## config.mk

```make
export PLATFORM = sky130hd
export DESIGN_NAME = code_word_packer
export DESIGN_NICKNAME = d
export VERILOG_FILES = /design/src/rtl/code_word_packer.sv
export SDC_FILE = /design/constraint.sdc
export NUM_CORES = 1
export LEC_CHECK = 0
export ABC_AREA = 0
export CAP_MARGIN = 40
export CORE_ASPECT_RATIO = 1.4
export CORE_MARGIN = 1
export CORE_UTILIZATION = 45
export DETAILED_ROUTE_END_ITERATION = 16
export HOLD_SLACK_MARGIN = 0.12
export PLACE_DENSITY = 0.76
export SYNTH_ARGS = -nofsm -noshare
export SYNTH_HDL_FRONTEND = slang
export SYNTH_SLANG_ARGS = --single-unit
```

## constraint.sdc

```tcl
create_clock -name clk -period 4.81 [get_ports clk]
set_clock_uncertainty 0.05 [all_clocks]
set_input_delay 0.481 -clock clk [delete_from_list [all_inputs] [get_ports clk]]
set_output_delay 0.481 -clock clk [all_outputs]
set_load 0.1 [all_outputs]
```

## src/rtl/code_word_packer.sv

```systemverilog
// code_word_packer: packs right-aligned variable-length codewords (0..32 bits)
// MSB-first into a 64-bit left-aligned accumulator and emits 32-bit words with
// valid/ready flow control. A flush drains the tail as a zero-padded final word.
//
// Ports:
//   clk, reset (async, active-low)
//   code_valid/code_data/code_len/code_ready : codeword input handshake
//   flush_req                                : pulse to close the stream
//   out_valid/out_data/out_len/out_last/out_ready : packed word output handshake
//   flush_done                               : one-cycle pulse when flush completes
//   total_bits                               : running count of emitted valid bits
module code_word_packer #(
  parameter int unsigned CODE_W = 32,
  parameter int unsigned LEN_W  = 6,
  parameter int unsigned OUT_W  = 32,
  parameter int unsigned CNT_W  = 32
) (
  input  logic              clk,
  input  logic              reset,
  input  logic              code_valid,
  input  logic [CODE_W-1:0] code_data,
  input  logic [LEN_W-1:0]  code_len,
  output logic              code_ready,
  input  logic              flush_req,
  output logic              out_valid,
  output logic [OUT_W-1:0]  out_data,
  output logic [LEN_W-1:0]  out_len,
  output logic              out_last,
  input  logic              out_ready,
  output logic              flush_done,
  output logic [CNT_W-1:0]  total_bits
);

  localparam int unsigned ACC_W  = 2 * OUT_W;
  localparam int unsigned FILL_W = $clog2(ACC_W + 1);

  typedef enum logic [1:0] {
    ST_RUN,
    ST_FLUSH,
    ST_DONE
  } state_t;

  state_t             state_q, state_d;
  logic [ACC_W-1:0]   acc_q, acc_d;
  logic [FILL_W-1:0]  fill_q, fill_d;
  logic [CNT_W-1:0]   total_q, total_d;
  logic               live_q;

  logic [ACC_W-1:0]   acc_e;
  logic [FILL_W-1:0]  fill_e;
  logic [FILL_W-1:0]  shamt;
  logic [CODE_W-1:0]  code_mask;
  logic [ACC_W-1:0]   code_ext;

  // Strip don't-care bits above code_len and widen to accumulator width.
  always_comb begin
    code_mask = '0;
    if (code_len != '0) begin
      code_mask = {CODE_W{1'b1}} >> (LEN_W'(CODE_W) - code_len);
    end
    code_ext = ACC_W'(code_data & code_mask);
  end

  // State, accumulator, fill and bit counter registers.
  always_ff @(posedge clk or negedge reset) begin
    if (!reset) begin
      state_q <= ST_RUN;
      acc_q   <= '0;
      fill_q  <= '0;
      total_q <= '0;
      live_q  <= 1'b0;
    end else begin
      state_q <= state_d;
      acc_q   <= acc_d;
      fill_q  <= fill_d;
      total_q <= total_d;
      live_q  <= 1'b1;
    end
  end

  // Next-state, datapath and handshake outputs.
  always_comb begin
    state_d    = state_q;
    acc_d      = acc_q;
    fill_d     = fill_q;
    total_d    = total_q;
    acc_e      = acc_q;
    fill_e     = fill_q;
    shamt      = '0;
    code_ready = 1'b0;
    out_valid  = 1'b0;
    out_data   = '0;
    out_len    = '0;
    out_last   = 1'b0;
    flush_done = 1'b0;

    case (state_q)
      ST_RUN: begin
        // live_q keeps code_ready low while reset is asserted.
        code_ready = live_q && (fill_q <= FILL_W'(OUT_W));
        if (fill_q >= FILL_W'(OUT_W)) begin
          out_valid = 1'b1;
          out_data  = acc_q[ACC_W-1 -: OUT_W];
          out_len   = LEN_W'(OUT_W);
        end
        if (out_valid && out_ready) begin
          acc_e  = acc_q << OUT_W;
          fill_e = fill_q - FILL_W'(OUT_W);
        end
        acc_d  = acc_e;
        fill_d = fill_e;
        // New code lands directly below the bits still held after any emit.
        if (code_valid && code_ready) begin
          shamt  = FILL_W'(ACC_W) - fill_e - FILL_W'(code_len);
          acc_d  = acc_e | (code_ext << shamt);
          fill_d = fill_e + FILL_W'(code_len);
        end
        if (flush_req) begin
          state_d = ST_FLUSH;
        end
      end

      ST_FLUSH: begin
        if (fill_q == '0) begin
          state_d = ST_DONE;
        end else if (fill_q >= FILL_W'(OUT_W)) begin
          out_valid = 1'b1;
          out_data  = acc_q[ACC_W-1 -: OUT_W];
          out_len   = LEN_W'(OUT_W);
          out_last  = (fill_q == FILL_W'(OUT_W));
          if (out_ready) begin
            acc_d  = acc_q << OUT_W;
            fill_d = fill_q - FILL_W'(OUT_W);
            if (out_last) begin
              state_d = ST_DONE;
            end
          end
        end else begin
          // Partial tail word: zero everything below the valid region.
          out_valid = 1'b1;
          out_data  = acc_q[ACC_W-1 -: OUT_W] & ~({OUT_W{1'b1}} >> fill_q);
          out_len   = LEN_W'(fill_q);
          out_last  = 1'b1;
          if (out_ready) begin
            acc_d   = '0;
            fill_d  = '0;
            state_d = ST_DONE;
          end
        end
      end

      ST_DONE: begin
        flush_done = 1'b1;
        acc_d      = '0;
        fill_d     = '0;
        state_d    = ST_RUN;
      end

      default: begin
        state_d = ST_RUN;
      end
    endcase

    if (out_valid && out_ready) begin
      total_d = total_q + CNT_W'(out_len);
    end
  end

  assign total_bits = total_q;

endmodule
```

Word level (Yosys, flattened, before mapping). Index checks and enable logic that the tools add are counted.

Register bits: 106. Logic and storage cells: 79. Output and inout bits: 74. Input port bits: 43.

Shift-type cells: 3. Mux-type cells: 41. Add/subtract/negate cells: 6. Magnitude comparators: 2. Bitwise gates (word level): 4. Reduce and logical (&&, ||, !) cells: 10. Equal/unequal tests: 8.

Operator list (number): 2-to-1 mux 64 bit (7); case mux 64 bit (3 select lines) (1); 2-to-1 mux 32 bit (4); bitwise AND 32 bit (2); bitwise OR 64 bit (1); case mux 32 bit (2 select lines) (1); left shift 32 x 7 -> 64 bit (1); 2-to-1 mux 7 bit (7); adder 32 x 6 -> 32 bit (1); inverter 32 bit (1); right shift 32 x 6 -> 32 bit, first input constant (1); right shift 32 x 7 -> 32 bit, first input constant (1); case mux 7 bit (3 select lines) (1); 2-to-1 mux 6 bit (3); 2-to-1 mux 2 bit (6); case mux 6 bit (2 select lines) (1); 2-to-1 mux 1 bit (8); adder 7 x 6 -> 7 bit (1); equality test 7 x 6 -> 1 bit, second input constant (1); >= comparator 7 x 6 -> 1 bit, second input constant (1); <= comparator 7 x 6 -> 1 bit, second input constant (1); logical NOT 7 bit (1); subtractor 7 x 6 -> 7 bit (1); subtractor 7 x 6 -> 7 bit, second input constant (1); other kinds (14) (20).

Depth between registers and ports, before layout. Gate-level depths: netlist of run 1.

Depth after elaboration: 12. Gate-level depth with buffers: 17. Gate-level depth less buffers: 14.

Worst setup path after synthesis of run 1. OpenSTA, ideal clock, no wires.

Kind: reg-to-reg. Start point: reg state_q[1]. End point: reg total_q[30], in the netlist total_bits[30]. Data required time: 4.598 ns. Period minus slack after synthesis: 5.084 ns. Setup time: 0.162 ns. Path buffers: 3. Stages on the path, launching flop included: 15. Path slack: -0.274 ns. Data arrival time: 4.872 ns. Path through: dfrtp_1 -> inv_1 -> ha_1 -> clkbuf_1 -> clkbuf_1 -> inv_1 -> o21ai_0 -> ha_1 -> a21oi_1 -> nor3_1 -> and2_1 -> clkbuf_1 -> nand3_1 -> nor2_1 -> xor2_1.

Longest elaborated chain between the ends: 3. Elaborated cells between the ends (all ways): 6. Classes of those cells: add/sub (1); eq/ne (1); mux (2); reduce/logical (2).

RTL lines: start: declaration (line 43) `state_t state_q, state_d;`; start signal: assignment (line 73) `state_q <= state_d;`; equality test 2 x 1 -> 1 bit / logical NOT 2 bit (equally long branches) (line 97) `case (state_q)`; case mux 6 bit (2 select lines) (*) (line 97); via out_len[5] (line 27) `output logic [LEN_W-1:0] out_len,`; adder 32 x 6 -> 32 bit (*) (line 165) `total_d = total_q + CNT_W'(out_len);`; end signal: assignment (line 76) `total_q <= total_d;`; end: declaration (line 46) `logic [CNT_W-1:0] total_q, total_d;`.

Mark *: on every way through the listed nets, which the timed path passes. The rest lies on a longest branch. A chain may end at the register's enable or synchronous reset.

Worst setup path after layout of run 1.
Start point: in code_len[1]. End point: reg acc_q[45].

Longest elaborated chain between the ends: 8. Elaborated cells between the ends (all ways): 10. Classes of those cells: add/sub (2); shift (2); mux (3); bitwise (2); reduce/logical (1).

RTL lines: start: declaration (line 22) `input logic [LEN_W-1:0] code_len,`; subtractor 6 bit (line 59) `code_mask = {CODE_W{1'b1}} >> (LEN_W'(CODE_W) - code_len);`; right shift 32 x 6 -> 32 bit (line 59); 2-to-1 mux 32 bit (line 58) `if (code_len != '0) begin`; bitwise AND 32 bit (line 61) `code_ext = ACC_W'(code_data & code_mask);`; left shift 32 x 7 -> 64 bit (*) (line 115) `acc_d = acc_e | (code_ext << shamt);`; bitwise OR 64 bit (*) (line 115); 2-to-1 mux 64 bit (*) (line 113) `if (code_valid && code_ready) begin`; case mux 64 bit (3 select lines) (*) (line 97); end signal: assignment (line 68) `acc_q <= '0;`; end signal: assignment (line 74) `acc_q <= acc_d;`; end: declaration (line 44) `logic [ACC_W-1:0] acc_q, acc_d;`.

Every way passes the cells marked *; elsewhere a longest branch is shown, timed or not.

==> results of run 1 <==
placed cells by master (no fill, tap or decap), drive strengths merged, types with 7 or more instances in the layout:
| master | instances |
|---|---|
| a21o | 10 |
| inv | 38 |
| clkdlybuf4s50 | 82 |
| buf | 149 |
| dfrtp | 106 |
| and2 | 11 |
| nor2 | 106 |
| ha | 34 |
| nor3b | 12 |
| mux2 | 14 |
| xnor2 | 27 |
| a211oi | 15 |
| a22o | 12 |
| or3 | 9 |
| o31ai | 16 |
| nor4 | 8 |
| nand2 | 157 |
| nand3 | 44 |
| clkbuf | 12 |
| mux2i | 20 |
| xor2 | 18 |
| a32oi | 9 |
| o211ai | 25 |
| nand4 | 14 |
| o221ai | 19 |
| a21oi | 74 |
| a22oi | 18 |
| nor2b | 14 |
| and3 | 24 |
| a222oi | 7 |
| a221oi | 10 |
| o21ai | 95 |
| a31oi | 22 |
| nand2b | 10 |
| o32ai | 8 |
| a311oi | 8 |
| nor3 | 37 |
| o22ai | 15 |
registers in the layout (all words and copies together) (netlist names):
signal and flops:
live_q 1, state_q 2, total_bits 32, acc_q 64, fill_q 7
path summary, 6_finish.rpt:
| path | start | to | slack [ns] | depth (start not counted) |
|---|---|---|---|---|
| min | acc_q[8] | acc_q[8] | 0.44 | 2 |
| min in group asynchronous | reset | total_bits[8] | 0.60 | 3 |
| max reg2reg | fill_q[1] | acc_q[45] | 0.54 | 14 |
| max | code_len[1] | acc_q[45] | 0.33 | 15 |
| min reg2reg | acc_q[8] | acc_q[8] | 0.44 | 2 |
| max in group asynchronous | reset | acc_q[35] | 3.21 | 4 |
synth_stat cells, types with 8 or more instances:
cell	n
clkbuf_1	78
a311oi_1	8
a31oi_1	22
o221ai_1	18
xor2_1	18
and3_1	24
a221oi_1	10
mux2i_1	19
buf_2	8
nor2b_1	14
o31ai_1	15
nor3_1	35
or3_1	9
a22oi_1	18
o22ai_1	14
nor3b_1	11
nor2_1	104
a21oi_1	74
xnor2_1	26
a22o_1	12
a32oi_1	9
dfrtp_1	106
nand4_1	14
nand2b_1	10
a211oi_1	14
a21o_1	10
ha_1	34
nand3_1	44
and2_1	11
inv_1	38
o21ai_0	92
nand2_1	156
o211ai_1	25
mux2_2	13
power groups by stage:
stage          registers, uW  clock network (uW)  logic, uW
2_1_floorplan           1340                   0       4690
3_3_place_gp            1240                   0       7030
3_5_place_dp            1250                   0       7230
4_1_cts                 1240                 778       7270
5_1_grt                 1260                 816       7870
6_report                1250                 780       7500
tightest hold or removal path: stages (launching register included):
cell and delay [ns]:
dfrtp_1 0.35, nand2_1 0.05, o21ai_0 0.06
layer usage:
metal	routed length (um)	GRT usage, %	vias up
met1	14700	40.14	5463
met2	20440	64.56	723
li1	-	-	5140
met3	3373	6.629	218
met4	4133	32.65	0
met5	0	0.6787	-
cell families after synthesis:
family / synth area share [%]
multiplexers: 4.112
adder cells (fa/ha/maj): 5.065
AO/OA/AOI/OAI: 31.91
buffers and inverters: 5.404
flip-flops: 26.58
other: 0.03758
AND/OR/NAND/NOR: 22.87
XOR/XNOR: 4.025
metrics by stage:
step                utilization (%)  power (uW)  instances  area (sq um)
finish                        57.98        9526       1732         12630
global route                  57.97        9946       1731         12630
CTS                           57.97        9279       1731         12630
detailed placement            56.51        8481       1714         12310
global placement              53.50        8279       1670         11650
floorplan                         -        6031       1282          9980
area by class of cell:
class	instances	area (sq um)	area share (%)
clock inverter	4	50.05	0.3963
inverter	39	146.4	1.159
timing repair buffer	232	2312	18.31
antenna	1	2.502	0.01982
sequential	106	2653	21.00
clock buffer	12	256.5	2.031
tap	297	371.6	2.943
multi-input combinational	1041	6837	54.14
repair_timing:
item,in CTS,in global routing
hold endpoints to repair,65,0
hold buffers,1,0
endpoints found under the setup margin,0,0
==> out/metrics.cfg, run 1 <==
[timing]
max_freq_mhz = 223.1
whs_ns = 0.4361
fin_crit_ns = 4.482
min_period_over_period_pct = 93.17
slew-limit-headroom_pct = 39.08
setup_viol = 0
setup_ws_ns = 0.3283
hold_viol = 0
fin_tns_setup_ns = 0
tightest_slew_ns = 0.9024
finalMaxSlewViolations = 0
rsz0062_at_grt = no

[synth]
synth_seq_cells = 106
synth_sequential_area_ratio_pct = 26.58
netlist_top_cells_area = dfrtp_1 27%, nand2_1 5.9%, o21ai_0 4.6%
syn-cell-area_sq_um = 9980
yosysTopAreaCellShare_pct = 26.58
synth_edf_count = 0
syn_nets = 1363
synth_top_cell_by_area = dfrtp_1
avgSynthCellArea_sq_um = 7.784
ys_types = 94
synth_ff_type = dfrtp_1
synthArstFlopShare_pct = 100.0
ys_warn_count = 0
synth_cells = 1282

[floorplan]
ios = 117
start_util_pct = 45.82
dieArea_sq_um = 22790
dieHeight_um = 178.2
core_area_sq_um = 21780
num_rows = 64
die_w_um = 127.9

[critical_path]
cpPeakStageDelay_ns = 0.82
crit_chain = clkdlybuf4s50_1 -> buf_4 -> ha_1 -> inv_1 -> ha_1 -> fa_1 -> xnor2_2 -> buf_4 -> o32ai_1 -> o311ai_0 -> a2111oi_0 -> buf_4 -> a41oi_1 -> o221ai_1 -> o211a_1
crit_type = in2reg
critPathTopFamily = compound AO/OA/AOI/OAI gates
path_common_cell = buf_4
worstPathRequired_ns = 5.01
cp-start-kind = input pin
cp-end-kind = flip-flop
critPathArrivalTime_ns = 4.68
path_buf_inv = 5
crit_slowest_cell = o311ai_0
path_max_fanout = 14

[placement]
gp_congestion = 0.9887
io_buffers = 116
dp.final_hpwl_mm = 33.07
post-place-ws_ns = 0.01517

[global_route]
globalRouteOverflowTotal = 0
grtUsageTotal_pct = 37.79
grt_pass1_wl_mm = 65.12
grt_max_degree = 67
antenna_found_initial = 1
grt_pass1_vias = 11240

[drt]
drt_iter0_drc = 1287
drc_errors = 0
via_per_inst = 6.665
vias = 11540
drtAntennaViolNets = 0
firstDrtPassIters = 6
wl_per_cell_um = 24.63
drt_wl_total_mm = 42.65

[power_and_ir_drop]
cellInternalPower_uw = 3789
swShare_pct = 60.22
clkPwrFrac_pct = 8.2
power_frac_seq_pct = 13.1
combPwrFrac_pct = 78.7
p_sw_uw = 5736
leakage_uw = 0.005220
ir_worst_vdd_uv = 426.1
powerDensity_nw_per_um2 = 754.3

[job]
drv_cap = 0

[min_path]
hold_class = reg2reg

[run_status]
status = complete, no violations

[clock_tree]
cts.clk_slew.worst_paths_ns = 0.07
clock_latency_ns = 0.36
cts_setup_buffers = 0
cts_buffer_depth = 2
ctsResizeCount = 0
numCtsBuffers = 9
clock_sinks = 106
cts.htree.levels = 3
cts-root-buf = clkbuf_16
cts_tree = done

[finish]
fillers = 2001
area_delta_synth_final_pct = 26.54
drive_gt1_share_pct = 15.13
final_nets = 1510

No activity file was read; power rests on OpenSTA's default activity.
==> inputs of run 2 (changes only) <==
--- a/config.mk
+++ b/config.mk
@@ -13,6 +13,7 @@
 export DETAILED_ROUTE_END_ITERATION = 16
 export HOLD_SLACK_MARGIN = 0.12
 export PLACE_DENSITY = 0.76
+export SLEW_MARGIN = 40
 export SYNTH_ARGS = -nofsm -noshare
 export SYNTH_HDL_FRONTEND = slang
 export SYNTH_SLANG_ARGS = --single-unit
==> constraint.sdc (replaced) <==
create_clock -name clk -period 5.5 [get_ports clk]
set_clock_uncertainty 0.05 [all_clocks]
set_input_delay 0.55 -clock clk [delete_from_list [all_inputs] [get_ports clk]]
set_output_delay 0.55 -clock clk [all_outputs]
set_load 0.1 [all_outputs]
==> out/metrics.cfg, run 2 (synthesis gave the netlist of run 1 again) <==
[critical_path]
worstPathRequired_ns = 5.72  ; was 5.01 ns
cpPeakStageDelay_ns = 0.57  ; was 0.82 ns
critPathArrivalTime_ns = 4.99  ; was 4.68 ns
crit_type = reg2reg  ; was in2reg
crit_chain = clkinv_1 -> ha_1 -> nor2b_1 -> xnor2_1 -> inv_1 -> ha_1 -> ha_1 -> a21oi_1 -> xnor2_1 -> nor3_1 -> buf_4 -> nand2_1 -> nor3_1 -> a32oi_1 -> o21ai_0  ; was clkdlybuf4s50_1 -> buf_4 -> ha_1 -> inv_1 -> ha_1 -> fa_1 -> xnor2_2 -> buf_4 -> o32ai_1 -> o311ai_0 -> a2111oi_0 -> buf_4 -> a41oi_1 -> o221ai_1 -> o211a_1
path_common_cell = ha_1  ; was buf_4
cp-start-kind = flip-flop  ; was input pin
cp-end-kind = flip-flop  ; unchanged
crit_slowest_cell = dfrtp_1  ; was o311ai_0
path_max_fanout = 15  ; was 14

[drt]
firstDrtPassIters = 6  ; unchanged
wl_per_cell_um = 23.99  ; was 24.63 um
via_per_inst = 6.775  ; was 6.665
drc_errors = 0  ; unchanged
drt_iter0_drc = 1238  ; was 1287
drt_wl_total_mm = 39.85  ; was 42.65 mm
drtAntennaViolNets = 0  ; unchanged
vias = 11250  ; was 11540

[global_route]
grtUsageTotal_pct = 34.85  ; was 37.79%
grt_pass1_wl_mm = 60.71  ; was 65.12 mm
globalRouteOverflowTotal = 0  ; unchanged
grt_max_degree = 75  ; was 67
antenna_found_initial = 0  ; was 1
grt_pass1_vias = 10600  ; was 11240

[finish]
drive_gt1_share_pct = 14.01  ; was 15.13%
final_nets = 1440  ; was 1510
regMostFlops = acc_q  ; unchanged
final_area_sq_um = 11520  ; was 12630 sq um
final-seq-area_sq_um = 2653  ; unchanged
fillers = 2116  ; was 2001
final_cell_mix = 156 x nand2_1, 106 x dfrtp_1, 102 x nor2_1, 91 x o21ai_0, 74 x a21oi_1  ; was 156 x nand2_1, 106 x dfrtp_1, 104 x nor2_1, 103 x buf_4, 91 x o21ai_0
largest_reg_flops = 64  ; unchanged
final_cells = 1661  ; was 1732
multi_input_area_sq_um = 6872  ; was 6837 sq um
area_delta_synth_final_pct = 15.47  ; was 26.54%
final_common_cell = nand2_1  ; unchanged

[job]
drv_cap = 0  ; unchanged

[timing]
setup_viol = 0  ; unchanged
whs_ns = 0.1694  ; was 0.4361 ns
fin_crit_ns = 4.771
fin_tns_setup_ns = 0  ; unchanged
rsz0062_at_grt = no  ; unchanged
max_freq_mhz = 209.6
hold_viol = 0  ; unchanged
finalMaxSlewViolations = 0  ; unchanged
tightest_slew_ns = 0.9096  ; was 0.9024 ns
min_period_over_period_pct = 86.75
slew-limit-headroom_pct = 39.36  ; was 39.08%

[min_path]
hold_class = in2async  ; was reg2reg

[floorplan]
die_w_um = 127.9  ; unchanged
num_rows = 64  ; unchanged
dieArea_sq_um = 22790  ; unchanged
dieHeight_um = 178.2  ; unchanged
start_util_pct = 45.82  ; unchanged
ios = 117  ; unchanged
core_area_sq_um = 21780  ; unchanged

[power_and_ir_drop]
powerDensity_nw_per_um2 = 694.6  ; was 754.3 nW/um^2
leakage_uw = 0.004844  ; was 0.005220 uW
ir_worst_vdd_uv = 578.4  ; was 426.1 uV

[clock_tree]
cts_hold_buf = 0  ; was 1
cts_tree = done  ; unchanged
cts.htree.levels = 3  ; unchanged
ctsResizeCount = 0  ; unchanged
cts-root-buf = clkbuf_16  ; unchanged
cts_setup_buffers = 0  ; unchanged
cts.clk_slew.worst_paths_ns = 0.07  ; about the same
cts_buffer_depth = 2  ; unchanged
clock_sinks = 106  ; unchanged
clock_latency_ns = 0.36  ; about the same
numCtsBuffers = 9  ; unchanged

[placement]
dp.cells = 1645  ; was 1714
gp_congestion = 1.042  ; was 0.9887
placed_area_sq_um = 11210  ; was 12310 sq um
io_buffers = 116  ; unchanged
dp.final_hpwl_mm = 30.09  ; was 33.07 mm

[run_status]
status = complete, no violations  ; unchanged

## run 2: through the flow
stage | util [%] | setup WS, ns | power [uW]
6_report | 52.91 | 0.7288 | 8004
3_3_place_gp | 52.70 | 0.6576 | 7048
5_1_grt | 52.90 | 0.5393 | 8339
4_1_cts | 52.90 | 0.9100 | 7780
3_5_place_dp | 51.48 | 0.7009 | 7068
2_1_floorplan | - | 0.4162 | 5273
## run 2: critical path: cells and delay by family, from the launching register on
| family | cells | cell delay, ns |
|---|---|---|
| flip-flops | 1 | 0.57 |
| XOR/XNOR | 2 | 0.40 |
| buffers and inverters | 3 | 0.69 |
| adder cells (fa/ha/maj) | 3 | 1.12 |
| AND/OR/NAND/NOR | 4 | 1.27 |
| AO/OA/AOI/OAI | 3 | 0.56 |
## run 2: area by class of cell
class,count,share of cell area (%)
Sequential cell,106,23.02
Timing Repair Buffer,162,10.15
Clock buffer,10,1.987
Multi-Input combinational cell,1041,59.63
Tap cell,297,3.225
Inverter,39,1.270
Antenna cell,1,0.02172
Clock inverter,5,0.6949
## run 2: layer usage
metal	routed length, um	share of wire, %	GRT usage (%)
met1	14020	35	39.22
met2	18720	47	58.47
met3	3607	9.1	5.849
met4	3504	8.8	27.30
met5	0	0	0
## run 2: path summary, 6_finish.rpt
| check | from | endpoint | slack [ns] | cells past startpoint |
|---|---|---|---|---|
| setup / recovery | fill_q[6] | acc_q[0] | 0.73 | 15 |
| hold / removal | reset | total_bits[0] | 0.17 | 1 |
| setup reg to reg | fill_q[6] | acc_q[0] | 0.73 | 15 |
| hold reg to reg | total_bits[31] | total_bits[31] | 0.41 | 1 |
| max in group asynchronous | reset | acc_q[32] | 4.26 | 2 |
| min in group clk | total_bits[31] | total_bits[31] | 0.41 | 1 |
## run 2: power breakdown
part           switching, uW  leakage, uW  total (uW)  internal, uW
logic                   4460      0.00326        6210          1750
registers                183      0.00144        1100           915
clock network            299     0.000145         695           396
total                   4940      0.00484        8000          3060
